`config.mk`:
```
export PLATFORM = sky130hd
export DESIGN_NAME = ram_16x8
export DESIGN_NICKNAME = d
export VERILOG_FILES = /design/src/rtl/ram_16x8.sv
export SDC_FILE = /design/constraint.sdc
export NUM_CORES = 1
export LEC_CHECK = 0
export ABC_AREA = 1
export BUFFER_PORTS_ARGS = -buffer_cell sky130_fd_sc_hd__buf_2
export CORE_ASPECT_RATIO = 0.7
export CORE_UTILIZATION = 61
export CTS_CLUSTER_DIAMETER = 40
export DETAILED_ROUTE_END_ITERATION = 16
export GPL_TIMING_DRIVEN = 0
export PLACE_DENSITY = 0.79
export SLEW_MARGIN = 20
export SYNTH_ARGS = -nofsm -noshare
export SYNTH_HDL_FRONTEND = slang
export SYNTH_SLANG_ARGS = --single-unit
```
`constraint.sdc`:
```
create_clock -name CLK -period 2.25 [get_ports CLK]
set_input_delay 0.1125 -clock CLK [delete_from_list [all_inputs] [get_ports CLK]]
set_output_delay 0.1125 -clock CLK [all_outputs]
set_load 0.005 [all_outputs]
```
`src/rtl/ram_16x8.sv`:
```
// SAP-1 16x8 program/data memory: registered read port for the W bus and a
// valid/ready program port; a zeroing sweep runs after every reset.
module ram_16x8 #(
  parameter int AW = 4,
  parameter int DW = 8
) (
  input  logic          CLK,
  input  logic          CLR,
  input  logic [AW-1:0] ADDR,
  input  logic          CE,
  output logic [DW-1:0] Q,
  output logic          Q_VALID,
  input  logic          PROG,
  input  logic [AW-1:0] PA,
  input  logic [DW-1:0] PD,
  input  logic          PVALID,
  output logic          PREADY,
  output logic          BUSY
);

  typedef enum logic [1:0] {S_INIT, S_RUN, S_PGM} state_t;

  state_t          state_q;
  logic [AW-1:0]   cnt_q, cnt_d;
  logic [DW-1:0]   q_q;
  logic            q_valid_q;
  logic [DW-1:0]   mem [2**AW];
  logic            wr_clr, wr_pgm;

  assign cnt_d   = cnt_q + 1'b1;
  assign BUSY    = (state_q == S_INIT);
  assign PREADY  = (state_q == S_PGM) && PROG;
  assign wr_clr  = (state_q == S_INIT);
  assign wr_pgm  = PREADY && PVALID;
  assign Q       = q_q;
  assign Q_VALID = q_valid_q;

  // The array has no reset of its own; CLR only blocks writes on its edge.
  always_ff @(posedge CLK) begin
    if (!CLR) begin
      if (wr_clr)      mem[cnt_q] <= '0;
      else if (wr_pgm) mem[PA]    <= PD;
    end
  end

  always_ff @(posedge CLK) begin
    if (CLR) begin
      state_q   <= S_INIT;
      cnt_q     <= '0;
      q_q       <= '0;
      q_valid_q <= 1'b0;
    end else begin
      q_q       <= '0;
      q_valid_q <= 1'b0;
      case (state_q)
        S_INIT: begin
          cnt_q <= cnt_d;
          // PROG is only looked at on the edge that zeroes the last word.
          if (cnt_q == {AW{1'b1}}) state_q <= PROG ? S_PGM : S_RUN;
        end
        S_RUN: begin
          if (PROG) state_q <= S_PGM;
          else if (CE) begin
            q_q       <= mem[ADDR];
            q_valid_q <= 1'b1;
          end
        end
        S_PGM: begin
          if (!PROG) state_q <= S_RUN;
        end
        default: state_q <= S_INIT;
      endcase
    end
  end

endmodule

```
# Yosys cells after proc, flatten, opt, wreduce, memory -nomap -nowiden
# Memory sizes are Yosys's and may differ from the RTL's. A register that Yosys moved wholly into a read port is not among the register bits.
# Cells that the tools add are included.
# Widths: inputs -> output; s select.
classes:
  bitwise: 2
  n_eq_ne: 6
  n_div: 0
  n_mux: 16
  add_sub_neg: 1
  n_mul: 0
  n_shift: 0
  magnitude_cmp: 0
  n_reduce_logical: 7
op_table:
  columns: ["op", "count"]
  rows:
  - ["$mux 1", 9]
  - ["$mux 2", 4]
  - ["$mux 8", 1]
  - ["$reduce_or 8->1", 1]
  - ["$pmux 2 s3", 1]
  - ["$add 4x1->4 const B", 1]
  - ["$eq 4x4->1 const B", 1]
  - ["$mux 4", 1]
  - ["$ne 2x2->1 const B", 2]
  - ["$reduce_or 4->1", 1]
  - ["$reduce_and 3->1", 1]
  - ["$reduce_or 3->1", 1]
  - ["$eq 2x1->1 const B", 1]
  - ["$eq 2x2->1 const B", 1]
  - ["$logic_and 1x1->1", 2]
  - ["$logic_not 2->1", 1]
  - ["$ne 2x1->1 const B", 1]
  - ["$not 1->1", 2]
totals:
  ff_bits: 7
  ramBits: 128
  memories: 1
  in_bits: 21
  word_cells: 36
  latchBits: 0
  rom_bits: 0
mem_list:
  columns: ["name", "depth", "width", "rd", "rd_clocked_by_memory_dff", "write_ports", "line", "text"]
  rows:
  - ["mem", 16, 8, 1, 1, 1, "27", "logic [DW-1:0] mem [2**AW];"]

# Logic depth before layout (Yosys ltp)
logic_depth:
  ltp_word: 9
  depth_mapped: 10
  mapped_depth_nobuf: 9

# Least setup slack after synthesis
# OpenSTA, ideal clock, no wires.
synth_timing:
  path_kind: "reg-to-reg"
  startpoint: "register state_q[0]"
  endpoint: "memory mem[13][0] (enable)"
  period_less_slack_ps: 1755
  setup_slack_ps: 495
  arrival_time_ps: 1385
  path_stages_with_launch: 10
  path_buffers: 1
  setup_ps: 370
  cell_sequence: "dfxtp_1 > inv_2 > nand3_2 > inv_2 > nand2_4 > buf_12 > nand2_1 > o21ai_4 > nand3_2 > nor2_1"
synth_via:
  elab_chain_len: 9
  word_cells_on_any_way: 14
  classes_between: "eq/ne: 1; mux: 9; reduce/logical: 4"
synth_rtl:
  columns: ["element", "line", "text"]
  rows:
  - ["start: declaration", "23", "state_t state_q;"]
  - ["start signal: assignment", "59", "if (cnt_q == {AW{1'b1}}) state_q <= PROG ? S_PGM : S_RUN;"]
  - ["$eq 2x2->1 *", "32", "assign PREADY = (state_q == S_PGM) && PROG;"]
  - ["$logic_and 1x1->1 *", "32", null]
  - ["net PREADY", "17", "output logic PREADY,"]
  - ["$logic_and 1x1->1 *", "34", "assign wr_pgm = PREADY && PVALID;"]
  - ["$mux 1 *", "42", "else if (wr_pgm) mem[PA] <= PD;"]
  - ["$mux 1 *", "41", "if (wr_clr) mem[cnt_q] <= '0;"]
  - ["$mux 1 *", "40", "if (!CLR) begin"]
  - ["$mux 1 (implied by the code) *", "42", null]
  - ["$reduce_or 8->1 (no source line)", null, null]
  - ["$mux 4 (no source line) or $mux 1 (tied branches)", null, null]
  - ["end: declaration", "27", null]
# Mark *: on every way through the listed nets, which the timed path passes. The rest lies on a longest branch.

# Worst setup path in the final report
layout_timing:
  startpoint: "register state_q[0]"
  endpoint: "memory mem[10][2] (enable)"
layout_via:
  elab_chain_len: 9
  word_cells_on_any_way: 14
  classes_between: "eq/ne: 1; mux: 9; reduce/logical: 4"
layout_rtl:
  columns: ["element", "line"]
  rows:
  - ["$eq 2x2->1", "32"]
  - ["$logic_and 1x1->1", "32"]
  - ["$logic_and 1x1->1", "34"]
  - ["$mux 1", "42"]
  - ["$mux 1", "41"]
  - ["$mux 1", "40"]
  - ["$mux 1 (implied by the code)", "42"]
  - ["$reduce_or 8->1 (no source line)", null]
  - ["$mux 4 (no source line) or $mux 1 (tied branches)", null]
# Several ways; a longest one is shown, not always the timed one.

==> summary.txt <==
Logic synthesis
  • Synth Cell Area: around 0.0064 mm^2
  • Main combinational cell family by area after synthesis: simple AND/OR/NAND/NOR gates
  • Most common cell in the netlist: nand2_1
  • Compound-Gate Fraction of Synth Area: 2.32%
  • Syn Nets: a little under 700
  • Cells after Synth: between 600 and 700
  • Async SR Flop Fraction: 0%
  • Top post-synthesis cells by count: nand2_1, inv_1, edfxtp_1, nand3_1, nor2_1
  • #FFs+latches synth: between 100 and 150
  • Post-synth EDFFs: roughly 130
  • Register area share after synthesis: approximately 65%
  • Most area-hungry cell type in the Yosys netlist: edfxtp_1
  • Synth Area in Adders: less than 1%
  • Avg Cell Area, Syn: around 10 um^2
  • Xor and xnor fraction of the mapped netlist area: 0.136%
  • Library cells used by synthesis: 27
  • Top cell type's share of synthesized area: around three fifths
  • Yosys warning count: 0
  • Most used DFF post-synth: edfxtp_1
  • Post-synthesis simple-gate area fraction: 22.4%
  • Largest cells by area after synthesis: edfxtp_1, nand2_1, inv_1, nand3_1, dfxtp_1
  • Mux contribution to synthesized area: 0%

Global route
  • Overall Global Routing Usage: between 20% and 30%
  • Initial antenna violation count: 0
  • Vias in the first global route: approximately 4600
  • Global route total overflow: 0
  • First-pass GRT wire length: roughly 24 mm
  • Largest net degree at the start of global routing: 17

Timing
  • Tcrit/Tclk final: 95.8%
  • RSZ-0062 raised after global routing: true
  • Final Hold Vio Count: 0
  • Final worst slack: 0.0940 ns
  • Fin. max-slew vios: 0
  • Least-Margin Pin Slew: between 1 and 1.5 ns
  • Final Critical Period: ~2.2 ns
  • Slew margin rel.: approximately a quarter
  • Fmax: ~0.46 GHz
  • Final setup vio count: 0
  • Max Clock Skew: around 0.007 ns

Placed design
  • Dpl cells: a little over 800
  • Place WS: 0.102 ns
  • Post-detail-place hpwl: around 10 mm
  • PortBufs: 28
  • GPL Wtd Cong: about 0.86

Detailed routing
  • DRC Markers: 0
  • Final ANT Viol Nets: 0
  • Detailed Route WL: around 15 mm
  • First-pass DRT Iterations: 7
  • Total number of vias: 4753
  • DR iter-0 viols: 604
  • Drt wl/cell: about 18 um
  • Routed vias/inst: approximately 5.6

Floorplan
  • Ports: 32
  • Die area: ~0.011 mm^2
  • Die span in x: between 100 and 150 um
  • Die Ht: between 80 and 90 um
  • Initial core utilization: approximately 65%
  • Core Area: approximately 0.01 mm^2
  • Std-Cell Rows: 30

Layout
  • Post-layout util: 74.4%
  • Diode count: 0
  • Net count, final: about 730
  • Share of layout cells above drive strength 1: between 10% and 20%
  • Area grow syn2layout: 15.2%
  • Layout Cells excl Fill: 844

Clocking
  • Clock transition at path regs: around 0.060 ns
  • CTS max path bufs: 2
  • Root Buffer: clkbuf_16
  • Post-CTS Setup Bufs: 0
  • Clock Latency Late Sink: between 0.4 and 0.5 ns
  • CTS Buf Count: 17
  • CTS tree: built
  • CTS sink cnt: 143
  • Htree depth: 4

Power and ir drop
  • Worst vdd ir: 735 uV
  • Power per cell area: 844 mW/mm^2
  • Leakage Power: between 0.003 and 0.004 uW

Min path
  • Hold crit path type: input pin to register

Setup path
  • Worst Path Max Fanout: 10
  • Critical Path RT: between 2 and 2.5 ns
  • WS Path Type: register to register
  • CP Capture Type: register
  • WP data arrival: 2.20 ns
  • Startpoint Class: register

Run status
  • Status: finished clean

Flow run
  • Max_cap viols: 0
## per-layer routing
| metal | track usage, % | share of wire, % | vias to the layer above |
|---|---|---|---|
| met3 | 7.94 | 12 | 39 |
| met4 | 14.9 | 2.6 | 0 |
| li1 | - | - | 2182 |
| met5 | 0 | 0 | - |
| met1 | 41.3 | 41 | 2192 |
| met2 | 44.7 | 45 | 340 |
## power by group
part	internal [uW]	switching [uW]	total, uW	leakage (uW)
clock network	1950	1050	3000	0.000305
logic	104	236	340	0.00201
registers	2890	14.1	2910	0.00110
## area by class of cell
class | instances | area, um^2
tap | 128 | 160
fill | 659 | 2550
clock buffer | 18 | 429
sequential | 143 | 4140
multi-input combinational | 349 | 1650
timing repair buffer | 30 | 160
buffer | 27 | 156
clock inverter | 13 | 194
inverter | 136 | 510
## cells in the final DEF, fill, tap and decap left out, types with 2 or more instances in the layout
| cell | Yosys | final |
|---|---|---|
| nand2_1 | 178 | 178 |
| buf_6 | 2 | 2 |
| buf_2 | 13 | 41 |
| o21ai_2 | 3 | 3 |
| bufinv_16 | 0 | 5 |
| nor2_1 | 37 | 23 |
| inv_2 | 5 | 5 |
| clkinv_2 | 0 | 4 |
| clkbuf_16 | 0 | 17 |
| inv_1 | 131 | 131 |
| clkbuf_1 | 9 | 10 |
| nand3_1 | 95 | 95 |
| nor3_1 | 3 | 3 |
| nand2_2 | 4 | 4 |
| nand2_4 | 3 | 3 |
| dlygate4sd3_1 | 0 | 2 |
| buf_4 | 2 | 2 |
| a21oi_1 | 9 | 9 |
| dfxtp_1 | 15 | 15 |
| edfxtp_1 | 128 | 128 |
| clkinv_1 | 0 | 2 |
| nor2_2 | 1 | 15 |
| o21ai_4 | 4 | 4 |
| nand3_2 | 5 | 5 |
## state kept, by name, indices dropped and copies added, names as in the netlist
name	flops
Q	8
Q_VALID	1
cnt_q	4
mem	128
state_q	2
## logic make-up (layout without fill, tap and decap cells)
kind of cell / Yosys count / in the layout
DFF: 143 / 143
adders and majority gates: 1 / 1
buffers and inverters: 163 / 224
xor gates and xnor gates: 1 / 1
AOI/OAI and AO/OA: 18 / 18
and+or+nand+nor: 329 / 329
## path summary, 6_finish.rpt
path	cells past startpoint	slack [ns]	startpoint	end
setup / recovery	9	0.09	state_q[0]	mem[10][2]
hold / removal	3	0.09	CE	Q_VALID
setup reg to reg	9	0.09	state_q[0]	mem[10][2]
hold reg to reg	2	0.55	cnt_q[1]	cnt_q[1]
## worst max-delay path: stages (launching register included)
cell     delay [ns]
dfxtp_1        0.39
inv_2          0.06
nand3_2        0.06
inv_2          0.05
nand2_4        0.09
buf_12         0.15
nand2_1        0.07
o21ai_2        0.12
nand2_2        0.13
nor2_1         0.66
## per-stage QoR
step	cell area [um^2]	hold slack (ns)	setup TNS (ns)	total power (uW)
floorplan	6420	0.192	0	3180
global placement	6720	0.341	0	3270
detailed placement	6740	0.353	0	3280
CTS	7380	0.0714	0	6230
global route	7400	0.0963	-0.679	6380
finish	7400	0.0934	0	6250
## what timing repair did
item,CTS,global route
resized for setup,0,7
endpoints found under the hold margin,6,0
endpoints found under the setup margin,0,49
hold buffers,2,0
Power figures use the tool's default switching activity.
